$ cat src/rtl/uart8_rx_fifo.sv
// uart8_rx_fifo: first-word-fall-through byte buffer behind the Uart8 receiver.
// It captures a byte on each rising edge of rxDone and drops frames that carry rxErr.
// It counts dropped error frames and keeps a sticky flag for bytes lost on overflow.
module uart8_rx_fifo #(
   parameter int unsigned DEPTH      = 16,
   parameter int unsigned ADDR_WIDTH = 4
) (
   input  logic                  clk,
   input  logic                  reset,
   input  logic                  rxDone,
   input  logic                  rxErr,
   input  logic [7:0]            in,
   output logic [7:0]            out,
   output logic                  outValid,
   input  logic                  outReady,
   output logic [ADDR_WIDTH:0]   count,
   output logic                  full,
   output logic                  overflow,
   output logic [7:0]            errCount,
   input  logic                  clearFlags
);

   localparam int unsigned CW = ADDR_WIDTH + 1;
   localparam logic [CW-1:0] C_DEPTH = CW'(DEPTH);
   localparam logic [7:0]    ERR_MAX = 8'hFF;

   logic [7:0]            r_mem [DEPTH];
   logic [ADDR_WIDTH-1:0] r_wr_ptr;
   logic [ADDR_WIDTH-1:0] r_rd_ptr;
   logic [CW-1:0]         r_count;
   logic                  r_valid;
   logic                  r_full;
   logic                  r_overflow;
   logic [7:0]            r_err_count;
   logic                  r_rx_done_prev;

   logic                  w_capture;
   logic                  w_good;
   logic                  w_bad;
   logic                  w_pop;
   logic                  w_push;
   logic                  w_drop;
   logic [CW-1:0]         w_count_nxt;

   // Capture, push, pop and drop qualifiers; a pop frees a slot for a push in the same cycle.
   always_comb begin
      w_capture = rxDone & ~r_rx_done_prev;
      w_good    = w_capture & ~rxErr;
      w_bad     = w_capture & rxErr;
      w_pop     = r_valid & outReady;
      w_push    = w_good & (~r_full | w_pop);
      w_drop    = w_good & r_full & ~w_pop;
   end

   // Next occupancy; a simultaneous push and pop leaves it unchanged.
   always_comb begin
      w_count_nxt = r_count;
      if (w_push && !w_pop) begin
         w_count_nxt = r_count + CW'(1);
      end else if (w_pop && !w_push) begin
         w_count_nxt = r_count - CW'(1);
      end
   end

   // Storage write; contents need no reset because occupancy gates visibility.
   always_ff @(posedge clk) begin
      if (w_push) begin
         r_mem[r_wr_ptr] <= in;
      end
   end

   // Pointers, occupancy and the registered valid/full status.
   always_ff @(posedge clk) begin
      if (reset) begin
         r_wr_ptr <= '0;
         r_rd_ptr <= '0;
         r_count  <= '0;
         r_valid  <= 1'b0;
         r_full   <= 1'b0;
      end else begin
         if (w_push) begin
            r_wr_ptr <= r_wr_ptr + ADDR_WIDTH'(1);
         end
         if (w_pop) begin
            r_rd_ptr <= r_rd_ptr + ADDR_WIDTH'(1);
         end
         r_count <= w_count_nxt;
         r_valid <= (w_count_nxt != '0);
         r_full  <= (w_count_nxt == C_DEPTH);
      end
   end

   // Edge detector; it resets high so that an rxDone still held across reset is ignored.
   always_ff @(posedge clk) begin
      if (reset) begin
         r_rx_done_prev <= 1'b1;
      end else begin
         r_rx_done_prev <= rxDone;
      end
   end

   // Status flags; a set event in the same cycle as clearFlags takes priority.
   always_ff @(posedge clk) begin
      if (reset) begin
         r_overflow  <= 1'b0;
         r_err_count <= '0;
      end else begin
         if (w_drop) begin
            r_overflow <= 1'b1;
         end else if (clearFlags) begin
            r_overflow <= 1'b0;
         end
         if (w_bad) begin
            if (clearFlags) begin
               r_err_count <= 8'd1;
            end else if (r_err_count != ERR_MAX) begin
               r_err_count <= r_err_count + 8'd1;
            end
         end else if (clearFlags) begin
            r_err_count <= '0;
         end
      end
   end

   assign out      = r_valid ? r_mem[r_rd_ptr] : 8'h00;
   assign outValid = r_valid;
   assign count    = r_count;
   assign full     = r_full;
   assign overflow = r_overflow;
   assign errCount = r_err_count;

endmodule

$ cat config.mk
export PLATFORM = sky130hd
export DESIGN_NAME = uart8_rx_fifo
export DESIGN_NICKNAME = d
export VERILOG_FILES = /design/src/rtl/uart8_rx_fifo.sv
export SDC_FILE = /design/constraint.sdc
export NUM_CORES = 1
export LEC_CHECK = 0
export BUFFER_PORTS_ARGS = -buffer_cell sky130_fd_sc_hd__clkbuf_2
export CAP_MARGIN = 20
export CORE_ASPECT_RATIO = 1.1
export CORE_MARGIN = 2
export CORE_UTILIZATION = 54
export DETAILED_ROUTE_END_ITERATION = 10
export PLACE_DENSITY = 0.75
export SETUP_SLACK_MARGIN = 0.02
export SYNTH_ARGS = -nofsm -noshare
export SYNTH_HDL_FRONTEND = slang
export SYNTH_SLANG_ARGS = --single-unit
$ cat constraint.sdc
create_clock -name clk -period 2.2 [get_ports clk]
set_clock_uncertainty 0.05 [all_clocks]
set_input_delay 0.11 -clock clk [delete_from_list [all_inputs] [get_ports clk]]
set_output_delay 0.11 -clock clk [all_outputs]
set_load 0.1 [all_outputs]
After elaboration in Yosys (flattened, before gate mapping)
Memory sizes are Yosys's and may differ from the RTL's. A register that Yosys moved wholly into a read port is not among the register bits. Cells that the tools add are included.

Flip-flop bits (word level): 25. RAM bits: 128. Input bits: 14. Output and inout port bits: 24. Memories: 1.

Memory list: r_mem (depth 16, width 8, read ports 1, clocked after Yosys merged registers in 1, write ports 1, line 27) `logic [7:0] r_mem [DEPTH];`.

Add/subtract/negate cells: 5. Eq/ne operators: 2. Muxes and demuxes: 13. Bitwise operators: 12. Reduce and logical (&&, ||, !) cells: 9.

Operators by type and width (number): 8-bit 2-to-1 mux (5); 5-bit 2-to-1 mux (2); 4-bit by 1-bit adder with 4-bit output, second input constant (2); 8-bit by 1-bit adder with 8-bit output, second input constant (1); 4-bit 2-to-1 mux (2); 8-bit inequality test, second input constant (1); 1-bit bitwise AND (7); 2-bit nonzero test (3); 5-bit by 1-bit adder with 5-bit output, second input constant (1); 5-bit == test, second input constant (1); 5-bit nonzero test (1); 5-bit by 1-bit subtractor with 5-bit output, second input constant (1); 1-bit 2-to-1 mux (4); 1-bit NOT (4); 1-bit logical AND (2); 1-bit zero test (2); 2-bit AND reduction (1); 1-bit OR (1).

Logic depth before layout (Yosys ltp)
Gate-level depths: netlist (run 1).

Depth after elaboration: 9. Depth in mapped cells: 7. Mapped depth without buffers: 7.

Worst setup path before layout (run 1)
No wires, ideal clock.

Path kind: register to register. Start point: register r_valid, in the netlist outValid. End point: memory r_mem[3][0], enable pin. Library setup time: 0.383 ns. Arrival: 2.372 ns. Required time: 1.767 ns. Slack: -0.605 ns. Cell stages (with the launch flop): 5. Buffers on the path: 0. Clock period less this slack: 2.805 ns. Path through: dfxtp_1 nand2_2 a21oi_2 nand2_1 nor3_1.

Longest elaborated chain between the ends: 5.

RTL lines: start: declaration (line 31) `logic r_valid;`; start signal: assignment (line 88) `r_valid <= (w_count_nxt != '0);`; 1-bit bitwise AND (line 50) `w_pop = r_valid & outReady;`; 1-bit OR (line 51) `w_push = w_good & (~r_full | w_pop);`; 1-bit bitwise AND (line 51); 1-bit 2-to-1 mux (line 67) `if (w_push) begin`; 1-bit 2-to-1 mux (not written as such) (line 68) `r_mem[r_wr_ptr] <= in;`; end: declaration (line 27).

No other way between the ends.

==> results of run 1 <==
==> cell families (layout without fill, tap and decap cells) <==
kind of cell,after synthesis,count (layout),share of synthesized area
xor gates and xnor gates,15,15,0.0208
muxes,43,43,0.149
and+or+nand+nor,91,91,0.0734
AOI/OAI and AO/OA,17,17,0.0192
DFF,157,157,0.701
adders and majority gates,8,8,0.0159
buffers and inverters,24,113,0.0200
==> layout make-up <==
cell class | instances | area [sq um] | share of cell area
timing repair buffer | 74 | 667 | 0.0862
clock inverter | 11 | 193 | 0.0249
tap | 150 | 188 | 0.0243
sequential | 157 | 4430 | 0.573
clock buffer | 20 | 437 | 0.0565
inverter | 8 | 30.0 | 0.00388
multi-input combinational | 174 | 1790 | 0.231
==> path summary, 6_finish.rpt <==
check,start,slack (ns),cells past startpoint,to
max,flop,-0.33,5,out[7]
min,in[5],0.06,1,r_mem[9][5]$_DFFE_PP_
max reg2reg,r_rx_done_prev$_SDFF_PP1_,0.27,5,r_mem[7][4]$_DFFE_PP_
min reg2reg,overflow$_SDFFE_PP0P_,0.45,2,overflow$_SDFFE_PP0P_
==> worst max-delay path: cells and delay by family, from the launching register on <==
kind          cells  cell delay, ns
flops             1            0.43
mux               2            1.04
buf+inv           2            0.32
simple gates      1            0.17
==> stage by stage <==
step                hold slack [ns]  setup WS, ns  instance area [sq um]  utilization  std cells
floorplan                     0.159        0.0526                   6340            -        355
global placement              0.300        0.0466                   7040        0.615        559
detailed placement            0.313       0.00975                   7040        0.615        559
CTS                          0.0383        -0.378                   7780        0.680        596
global route                 0.0783        -0.371                   7730        0.676        594
finish                       0.0610        -0.329                   7730        0.676        594
==> synth_stat cells (2+ instances only) <==
cell type,number,area (sq um)
and2_1,9,56.3
nor3_1,6,30.0
edfxtp_1,128,3840
a21oi_1,2,10.0
or3_1,3,18.8
o21ai_0,5,25.0
buf_6,3,33.8
clkbuf_1,8,30.0
dfxtp_1,29,581
inv_1,8,30.0
and4_1,2,17.5
nand4b_1,2,17.5
or2_2,2,12.5
buf_1,2,7.51
nor2_1,38,143
xor2_1,8,70.1
mux4_1,3,78.8
mux2i_1,3,30.0
nand4_1,2,12.5
xnor2_1,7,61.3
nand2b_1,2,12.5
nand2_1,15,56.3
ha_1,8,100
mux4_2,37,833
==> repair_timing <==
item                                   4_1_cts  5_1_grt
hold buffers                                 2        0
endpoints found under the hold margin        2        0
gates cloned                                 2        0
buffers inserted                             2        0
resized for setup                           14        4
pin swaps                                    4        0
setup endpoints to repair                    8        8
==> report_power, final <==
part / switching (mW) / leakage [nW] / internal [mW] / total [mW]
Sequential: 0.116 / 1.39 / 3.28 / 3.40
Combinational: 1.03 / 0.954 / 0.680 / 1.71
Clock: 1.08 / 0.300 / 2.01 / 3.09
==> sequential cells by signal, indices dropped and copies added, names as in the netlist, named ones only <==
register	flops
r_mem	128
errCount	8
count	5
r_rd_ptr	4
r_wr_ptr	4
full	1
outValid	1
overflow	1
r_rx_done_prev	1
==> routing by layer <==
metal | global-route usage | vias to the layer above | part of all wire
li1 | - | 1536 | -
met1 | 0.264 | 1756 | 0.37
met3 | 0.0495 | 29 | 0.056
met5 | 0 | - | 0
met4 | 0.104 | 0 | 0.031
met2 | 0.407 | 133 | 0.54
==> results.md, run 1 <==
- Placer congestion estimate: 0.766
- Total GRT Usage: 0.230
- Num ports: 38
- RSZ-0062 raised after global routing: yes
- ANT nets after route: 0
- CTS Buffer Depth: 2
- Ys async rst share: 0
- Crit Path Category: reg -> out
- Vias in the first global route: about 3.7k
- Worst slew margin: 0.610
- Final Cycle Share: 1.15
- Worst Tran Pin Value: 0.584 ns
- Total power: between 8 and 9 mW
- Post-synth EDFFs: roughly 130
- Clock Pin Slew Worst Setup and Hold Paths: about 0.060 ns
- First-pass GRT wire length: about 20,000 um
- FP Rows: approximately 40
- Worst EP arrival: 2.37 ns
- Synth Flop Type: edfxtp_1
- CTS tree: yes
- Post-route minimum period: around 2.5 ns
- Failing checks: setup timing
- Final hold violation count: 0
- Commonest non-fill, non-tap cells in the layout: edfxtp_1, mux4_2, nor2_1, clkbuf_2, buf_4
- Die W: approximately 110 um
- CP Capture Type: primary output
- Peak Freq: 0.395 GHz
- Die height: ~120 um
- HPWL after detailed placement: 8130 um
- Worst-case vdd ir drop: about 0.67 mV
- Grt ovf: 0
- Critical Path, Cell by Cell: buf_12 -> mux4_2 -> mux4_2 -> and2_4 -> buf_12
- Share of post-route cells with drive strength above 1: 0.367
- Mean post-synth cell area: 17.8 sq um
- Net count, final: 454
- Required @ worst endpoint: 2.04 ns
- IO buf count: 37
- Setup violators final: 8
- Die area: 12,600 sq um
- Synth unique cells: between 40 and 50
- Wire per inst: about 23 um
- Initial core utilization: 0.551
- CTS Sinks: between 150 and 200
- Fin Setup TNS: -2.37 ns
- Max-slew violations: 0
- Pwr/cell area: approximately 1100 nW/um^2
- Synthesized area: 6310 sq um
- Critical Path Max Stage Delay: 0.52 ns
- Filler Cell Count: 744
- Max-Cap Viols: 0
- Area delta synth->final: 22.6%
- CTS H-tree depth: 4
- Setup WS post-layout: -0.329 ns
- Crit-path max FO: 7
- Synth Warn #: 0
- Max stage delay cell, worst path: mux4_2
- Ant. Diodes: 0
- Worst min-delay path category: in -> reg
- Largest net degree at the start of global routing: 33
- Core Area: 11,400 sq um
- Drt via density: 5.81
- CTS Buf Count: 17
- Clk Latency, worst-skew pair: between 0.4 and 0.5 ns
- 1st-iter DRT viols: between 300 and 400
- Synthesized flop and latch total: around 160
- Root buf cell: clkbuf_16
- Drt pass-1 iters: 5
- Most common cell after layout, fill and taps aside: edfxtp_1
- Leakage Power: around 2.6 nW
- WL final: approximately 13,000 um
- Cell count after synthesis: about 360
- Initial antenna violation count: 0
- Sequential fraction of the synthesis area: 0.701
- DRC: 0
- Outcome: complete, but fails checks
- Net Count, Synth: about 380
- Vias: 3,454
- Nature of the critical path startpoint: flop
Note: power is estimated with default switching activity, not from simulation.
==> run 2, diff against run 1 <==
--- a/config.mk
+++ b/config.mk
@@ -9,9 +9,8 @@
 export CAP_MARGIN = 20
 export CORE_ASPECT_RATIO = 1.1
 export CORE_MARGIN = 2
-export CORE_UTILIZATION = 54
+export CORE_UTILIZATION = 37
 export DETAILED_ROUTE_END_ITERATION = 10
-export PLACE_DENSITY = 0.75
 export SETUP_SLACK_MARGIN = 0.02
 export SYNTH_ARGS = -nofsm -noshare
 export SYNTH_HDL_FRONTEND = slang
==> results.md, run 2 (synthesized netlist as in run 1, its figures left out) <==
- RR Endpoint: r_mem[11][6]$_DFFE_PP_
- R2r startpoint: r_rx_done_prev$_SDFF_PP1_
- WL final: 13,100 um (-2.2%)
- Ant. Diodes: 0 (unchanged)
- Worst-case vdd ir drop: 0.923 mV (+38%)
- Hold EP: r_mem[10][1]$_DFFE_PP_
- R2R Setup Slk: 0.22 ns (-0.05 ns)
- Post-route minimum period: 2.51 ns (-0.0148 ns)
- Critical hold path startpoint: in[1]
- Peak Freq: 0.398 GHz (+0.59%)
- Crit-path max FO: 8 (+1)
- 1st-iter DRT viols: 303 (-4.7%)
- RSZ-0062 raised after global routing: yes
- HPWL after detailed placement: 8420 um (+3.5%)
- Worst slew margin: 0.639 (+0.0288)
- Drt via density: 5.14 (-12%)
- Root buf cell: clkbuf_16
- Share of post-route cells with drive strength above 1: 0.369 (+0.00142)
- Worst EP arrival: 2.35 ns (-0.02 ns)
- First-pass GRT wire length: 20,100 um (-1.8%)
- Layout Cells excl Fill: 653 (+9.9%)
- Core Area: 16,900 sq um (+48%)
- Critical Path, Cell by Cell: buf_12 -> mux4_2 -> mux4_2 -> and2_4 -> buf_12
- Initial antenna violation count: 0 (unchanged)
- Leakage Power: 2.64 nW (about the same)
- WHS: 0.0361 ns (-0.0249 ns)
- DRC: 0 (unchanged)
- CTS Buffer Depth: 2 (unchanged)
- CTS Buf Count: 17 (unchanged)
- CP Capture Type: primary output
- Num ports: 38 (unchanged)
- Cell count after placement: 617 (+10%)
- Total GRT Usage: 0.155 (-0.0743)
- Area delta synth->final: 23.8%
- Die W: 129 um (+20%)
- Setup violators final: 8 (unchanged)
- Failing checks: setup timing
- Clock Pin Slew Worst Setup and Hold Paths: 0.06 ns (about the same)
- Max-Cap Viols: 0 (unchanged)
- Final Cycle Share: 1.14 (-0.00675)
- Wire per inst: 20.1 um (-11%)
- Largest net degree at the start of global routing: 33 (unchanged)
- Vias in the first global route: 3,435 (-6.4%)
- Final core occ: 0.463 (-0.214)
- Worst Tran Pin Value: 0.544 ns (-0.0401 ns)
- IO buf count: 37 (unchanged)
- Largest Register: r_mem
- Vias: 3,355 (-2.9%)
- Outcome: complete, but fails checks
- Grt ovf: 0 (unchanged)
- Net count, final: 454 (unchanged)
- Commonest non-fill, non-tap cells in the layout: edfxtp_1, mux4_2, nor2_1, clkbuf_2, buf_4
- Crit Path Category: reg -> out
- Max stage delay cell, worst path: mux4_2
- Critical Path Max Stage Delay: 0.51 ns (about the same)
- Required @ worst endpoint: 2.04 ns (about the same)
- ANT nets after route: 0 (unchanged)
- Die height: 141 um (+20%)
- Pwr/cell area: 1030 nW/um^2 (-2.6%)
- Max-slew violations: 0 (unchanged)
- CTS H-tree depth: 4 (unchanged)
- Most common cell after layout, fill and taps aside: edfxtp_1
- Die area: 18,100 sq um (+44%)
- CTS Sinks: 157 (unchanged)
- Initial core utilization: 0.373 (-0.178)
- Max reg flops: 128 (unchanged)
- FP Rows: 50 (+22%)
- Drt pass-1 iters: 4 (-1)
- CTS tree: yes
- Placer congestion estimate: 0.794 (+3.7%)
- WHS Path Cells: 1 (unchanged)
- Setup WS post-layout: -0.314 ns (+0.0148 ns)
- Worst min-delay path category: in -> reg
- Clk Latency, worst-skew pair: 0.41 ns (about the same)
- Final hold violation count: 0 (unchanged)
- Nature of the critical path startpoint: flop
- Worst r2r path cells: 5 (unchanged)
run 2: final cells by class:
| type | count | area (sq um) |
|---|---|---|
| clock buffers | 22 | 464 |
| clock inverters | 10 | 138 |
| fillers | 1433 | 9080 |
| inverters | 8 | 30.0 |
| multi-input cells | 174 | 1790 |
| flip-flops and latches | 157 | 4430 |
| well taps | 208 | 260 |
| repair buffers | 74 | 699 |
run 2: what timing repair did:
item                       CTS  global route
gates resized for setup     15             0
setup endpoints to repair    8             8
hold buffers                 2             0
hold endpoints to repair     3             0
gates cloned                 2             0
setup buffers                1             0
pin swaps                    3             0
run 2: worst max-delay path by stage:
stage	end	startpoint	cells past startpoint	slack (ns)
after floorplan	errCount[5]$_SDFFE_PP0P_	errCount[2]$_SDFFE_PP0P_	5	0.05
after global placement	out[0]	flop	5	0.05
after detailed placement	out[0]	flop	5	0.05
after CTS	out[1]	flop	6	-0.40
after global routing	out[6]	flop	5	-0.39
final	out[0]	flop	5	-0.31
run 2: per-layer routing:
metal	track usage	part of all wire	vias to the layer above
met5	0	0	-
met4	0.0492	0.011	0
met3	0.0436	0.051	11
met2	0.260	0.52	89
met1	0.197	0.41	1716
li1	-	-	1539
run 2: report_power, final:
group / switching [mW] / total, mW / internal (mW) / leakage, nW
registers: 0.117 / 3.40 / 3.28 / 1.39
logic: 1.02 / 1.71 / 0.690 / 0.963
clock network: 1.12 / 2.96 / 1.84 / 0.290
run 2: critical path, delay by kind of cell (launching register included):
family        cells  cell delay, ns
flops             1            0.44
mux               2            1.00
buf+inv           2            0.32
simple gates      1            0.17
run 2: per-stage QoR:
step	total power [mW]	area [sq um]	setup TNS (ns)	setup WS, ns
3_3_place_gp	5.06	7140	0	0.0499
5_1_grt	8.35	7810	-2.97	-0.392
6_report	8.07	7810	-2.36	-0.314
2_1_floorplan	4.64	6340	0	0.0526
4_1_cts	8.18	7840	-2.79	-0.403
3_5_place_dp	5.08	7140	0	0.0505
==> run 3, diff against run 2 <==
--- a/config.mk
+++ b/config.mk
@@ -7,10 +7,13 @@
 export LEC_CHECK = 0
 export BUFFER_PORTS_ARGS = -buffer_cell sky130_fd_sc_hd__clkbuf_2
 export CAP_MARGIN = 20
+export CELL_PAD_IN_SITES_DETAIL_PLACEMENT = 1
+export CELL_PAD_IN_SITES_GLOBAL_PLACEMENT = 2
 export CORE_ASPECT_RATIO = 1.1
 export CORE_MARGIN = 2
 export CORE_UTILIZATION = 37
 export DETAILED_ROUTE_END_ITERATION = 10
+export PLACE_DENSITY_LB_ADDON = 0.1
 export SETUP_SLACK_MARGIN = 0.02
 export SYNTH_ARGS = -nofsm -noshare
 export SYNTH_HDL_FRONTEND = slang
==> results.md, run 3 (synthesized netlist as in run 1, its figures left out) <==
- FP Rows: 50 (unchanged)
- Critical Path Max Stage Delay: 0.51 ns (about the same)
- Placer congestion estimate: 0.711 (-11%)
- First-pass GRT wire length: 22,000 um (+9.5%)
- Commonest non-fill, non-tap cells in the layout: edfxtp_1, mux4_2, nor2_1, clkbuf_2, dfxtp_1
- Root buf cell: clkbuf_16
- Clock power share: 0.368 (about the same)
- GR Layer Usage met1: 0.222 (+0.0248)
- Pwr/cell area: 1040 nW/um^2 (+0.45%)
- Area delta synth->final: 23.3%
- Worst-case vdd ir drop: 0.875 mV (-5.2%)
- Sequential Power Share: 0.421 (about the same)
- Num ports: 38 (unchanged)
- Power share of the combinational group: 0.211 (about the same)
- Die area: 18,100 sq um (unchanged)
- Sw frac: 0.290 (+0.0113)
- Initial antenna violation count: 0 (unchanged)
- Total GRT Usage: 0.171 (+0.0158)
- Final Cycle Share: 1.15 (+0.0119)
- Setup violators final: 8 (unchanged)
- Max stage delay cell, worst path: mux4_2
- Leakage Power: 2.60 nW (-1.5%)
- Vias in the first global route: 3,646 (+6.1%)
- Critical Path, Cell by Cell: buf_12 -> mux4_2 -> mux4_2 -> and2_4 -> buf_12
- Drt pass-1 iters: 4 (unchanged)
- Core Area: 16,900 sq um (unchanged)
- Grt ovf: 0 (unchanged)
- Filler Cell Count: 1,620 (+13%)
- Die height: 141 um (unchanged)
- Power Internal: 5.73 mW (-1.5%)
- Wire per inst: 22.2 um (+11%)
- Net count, final: 447 (-1.5%)
- Clock Pin Slew Worst Setup and Hold Paths: 0.06 ns (about the same)
- WL final: 14,300 um (+9.4%)
- Most common cell after layout, fill and taps aside: edfxtp_1
- Worst slew margin: 0.589 (-0.0496)
- Largest net degree at the start of global routing: 33 (unchanged)
- Cell Area, Placed: 7110 sq um (-0.46%)
- WHS: 0.0555 ns (+0.0194 ns)
- Delay-heaviest family, CP: multiplexers
- Die W: 129 um (unchanged)
- Nature of the critical path startpoint: flop
- Multi-input gate area: 1790 sq um (unchanged)
- Max-Cap Viols: 0 (unchanged)
- NetSw: 2.34 mW (+4.1%)
- Vias: 3,375 (+0.60%)
- Failing checks: setup timing
- ANT nets after route: 0 (unchanged)
- Outcome: complete, but fails checks
- Fin Setup TNS: -2.54 ns (-0.181 ns)
- Worst min-delay path category: in -> reg
- RSZ-0062 raised after global routing: yes
- Routing usage on met2: 0.286 (+0.0266)
- CP Capture Type: primary output
- Peak Freq: 0.394 GHz (-1.0%)
- Worst EP arrival: 2.38 ns (+0.03 ns)
- Drt via density: 5.22 (+1.7%)
- Worst Path Buf+Inv: 2 (unchanged)
- Required @ worst endpoint: 2.04 ns (about the same)
- CTS Sinks: 157 (unchanged)
- Worst Tran Pin Value: 0.615 ns (+0.0713 ns)
- Crit-path max FO: 8 (unchanged)
- Sequential cell area: 4430 sq um (unchanged)
- Max reg flops: 128 (unchanged)
- Layout Cells excl Fill: 646 (-1.1%)
- Share of post-route cells with drive strength above 1: 0.365 (-0.00324)
- Max-slew violations: 0 (unchanged)
- CTS tree: yes
- CTS Buf Count: 17 (unchanged)
- Final Cell Area: 7780 sq um (-0.40%)
- Largest Register: r_mem
- Post-route minimum period: 2.54 ns (+0.0261 ns)
- Initial core utilization: 0.373 (unchanged)
- Ant. Diodes: 0 (unchanged)
- Crit Path Category: reg -> out
- CTS H-tree depth: 4 (unchanged)
- CTS Buffer Depth: 2 (unchanged)
- Setup WS post-layout: -0.341 ns (-0.0261 ns)
- Met3 GRT Util: 0.0436 (unchanged)
- Final hold violation count: 0 (unchanged)
- 1st-iter DRT viols: 228 (-25%)
- Global routing's busiest layer: met2
- IO buf count: 37 (unchanged)
- DRC: 0 (unchanged)
- Clk Latency, worst-skew pair: 0.42 ns (about the same)
- HPWL after detailed placement: 9350 um (+11%)
- Cell count after placement: 611 (-0.97%)
-- run 3: cell count changes in the layout (fill, tap and decap cells not counted), sizes merged --
cell and change:
clkbuf -2, bufinv -1, buf -7, inv +1
clkinvlp +2
-- run 3: cell type report --
class | count | area share
clock buffer | 20 | 0.0600
tap | 208 | 0.0334
clock inverter | 12 | 0.0174
inverter | 8 | 0.00386
timing repair buffer | 67 | 0.0859
sequential | 157 | 0.570
multi-input combinational | 174 | 0.230
-- run 3: through the flow --
stage          worst slack (ns)  utilization  power, mW
6_report                 -0.341        0.461       8.07
5_1_grt                  -0.418        0.461       8.34
4_1_cts                  -0.374        0.461       8.15
3_5_place_dp            -0.0299        0.421       5.09
3_3_place_gp            -0.0128        0.421       5.07
2_1_floorplan            0.0526            -       4.64
-- run 3: per-layer routing --
layer  wire length [um]  part of all wire  up-vias
li1                   -                 -     1518
met1               6380              0.45     1785
met2               7330              0.51       57
met3                476             0.033       15
met4                150             0.010        0
met5                  0                 0        -
-- run 3: final timing paths --
| path | end | slack, ns | start | cells past startpoint |
|---|---|---|---|---|
| min | r_mem[0][7]$_DFFE_PP_ | 0.06 | in[7] | 1 |
| max | out[2] | -0.34 | flop | 5 |
| min reg2reg | overflow$_SDFFE_PP0P_ | 0.45 | overflow$_SDFFE_PP0P_ | 2 |
| max reg2reg | r_mem[11][7]$_DFFE_PP_ | 0.24 | r_rx_done_prev$_SDFF_PP1_ | 5 |
-- run 3: repair_timing --
item / in CTS / in global routing
hold endpoints to repair: 2 / 0
resized for setup: 19 / 0
pin swaps: 1 / 0
buffers inserted: 0 / 0
gates cloned: 1 / 0
setup endpoints to repair: 8 / 8
hold buffers: 2 / 0
-- run 3: power by group through the flow --
stage | logic, mW | clock network (mW) | registers, mW
final | 1.70 | 2.97 | 3.40
after global routing | 1.80 | 3.12 | 3.42
after CTS | 1.73 | 3.02 | 3.40
after detailed placement | 1.64 | 0 | 3.45
after global placement | 1.63 | 0 | 3.45
after floorplan | 0.950 | 0 | 3.69
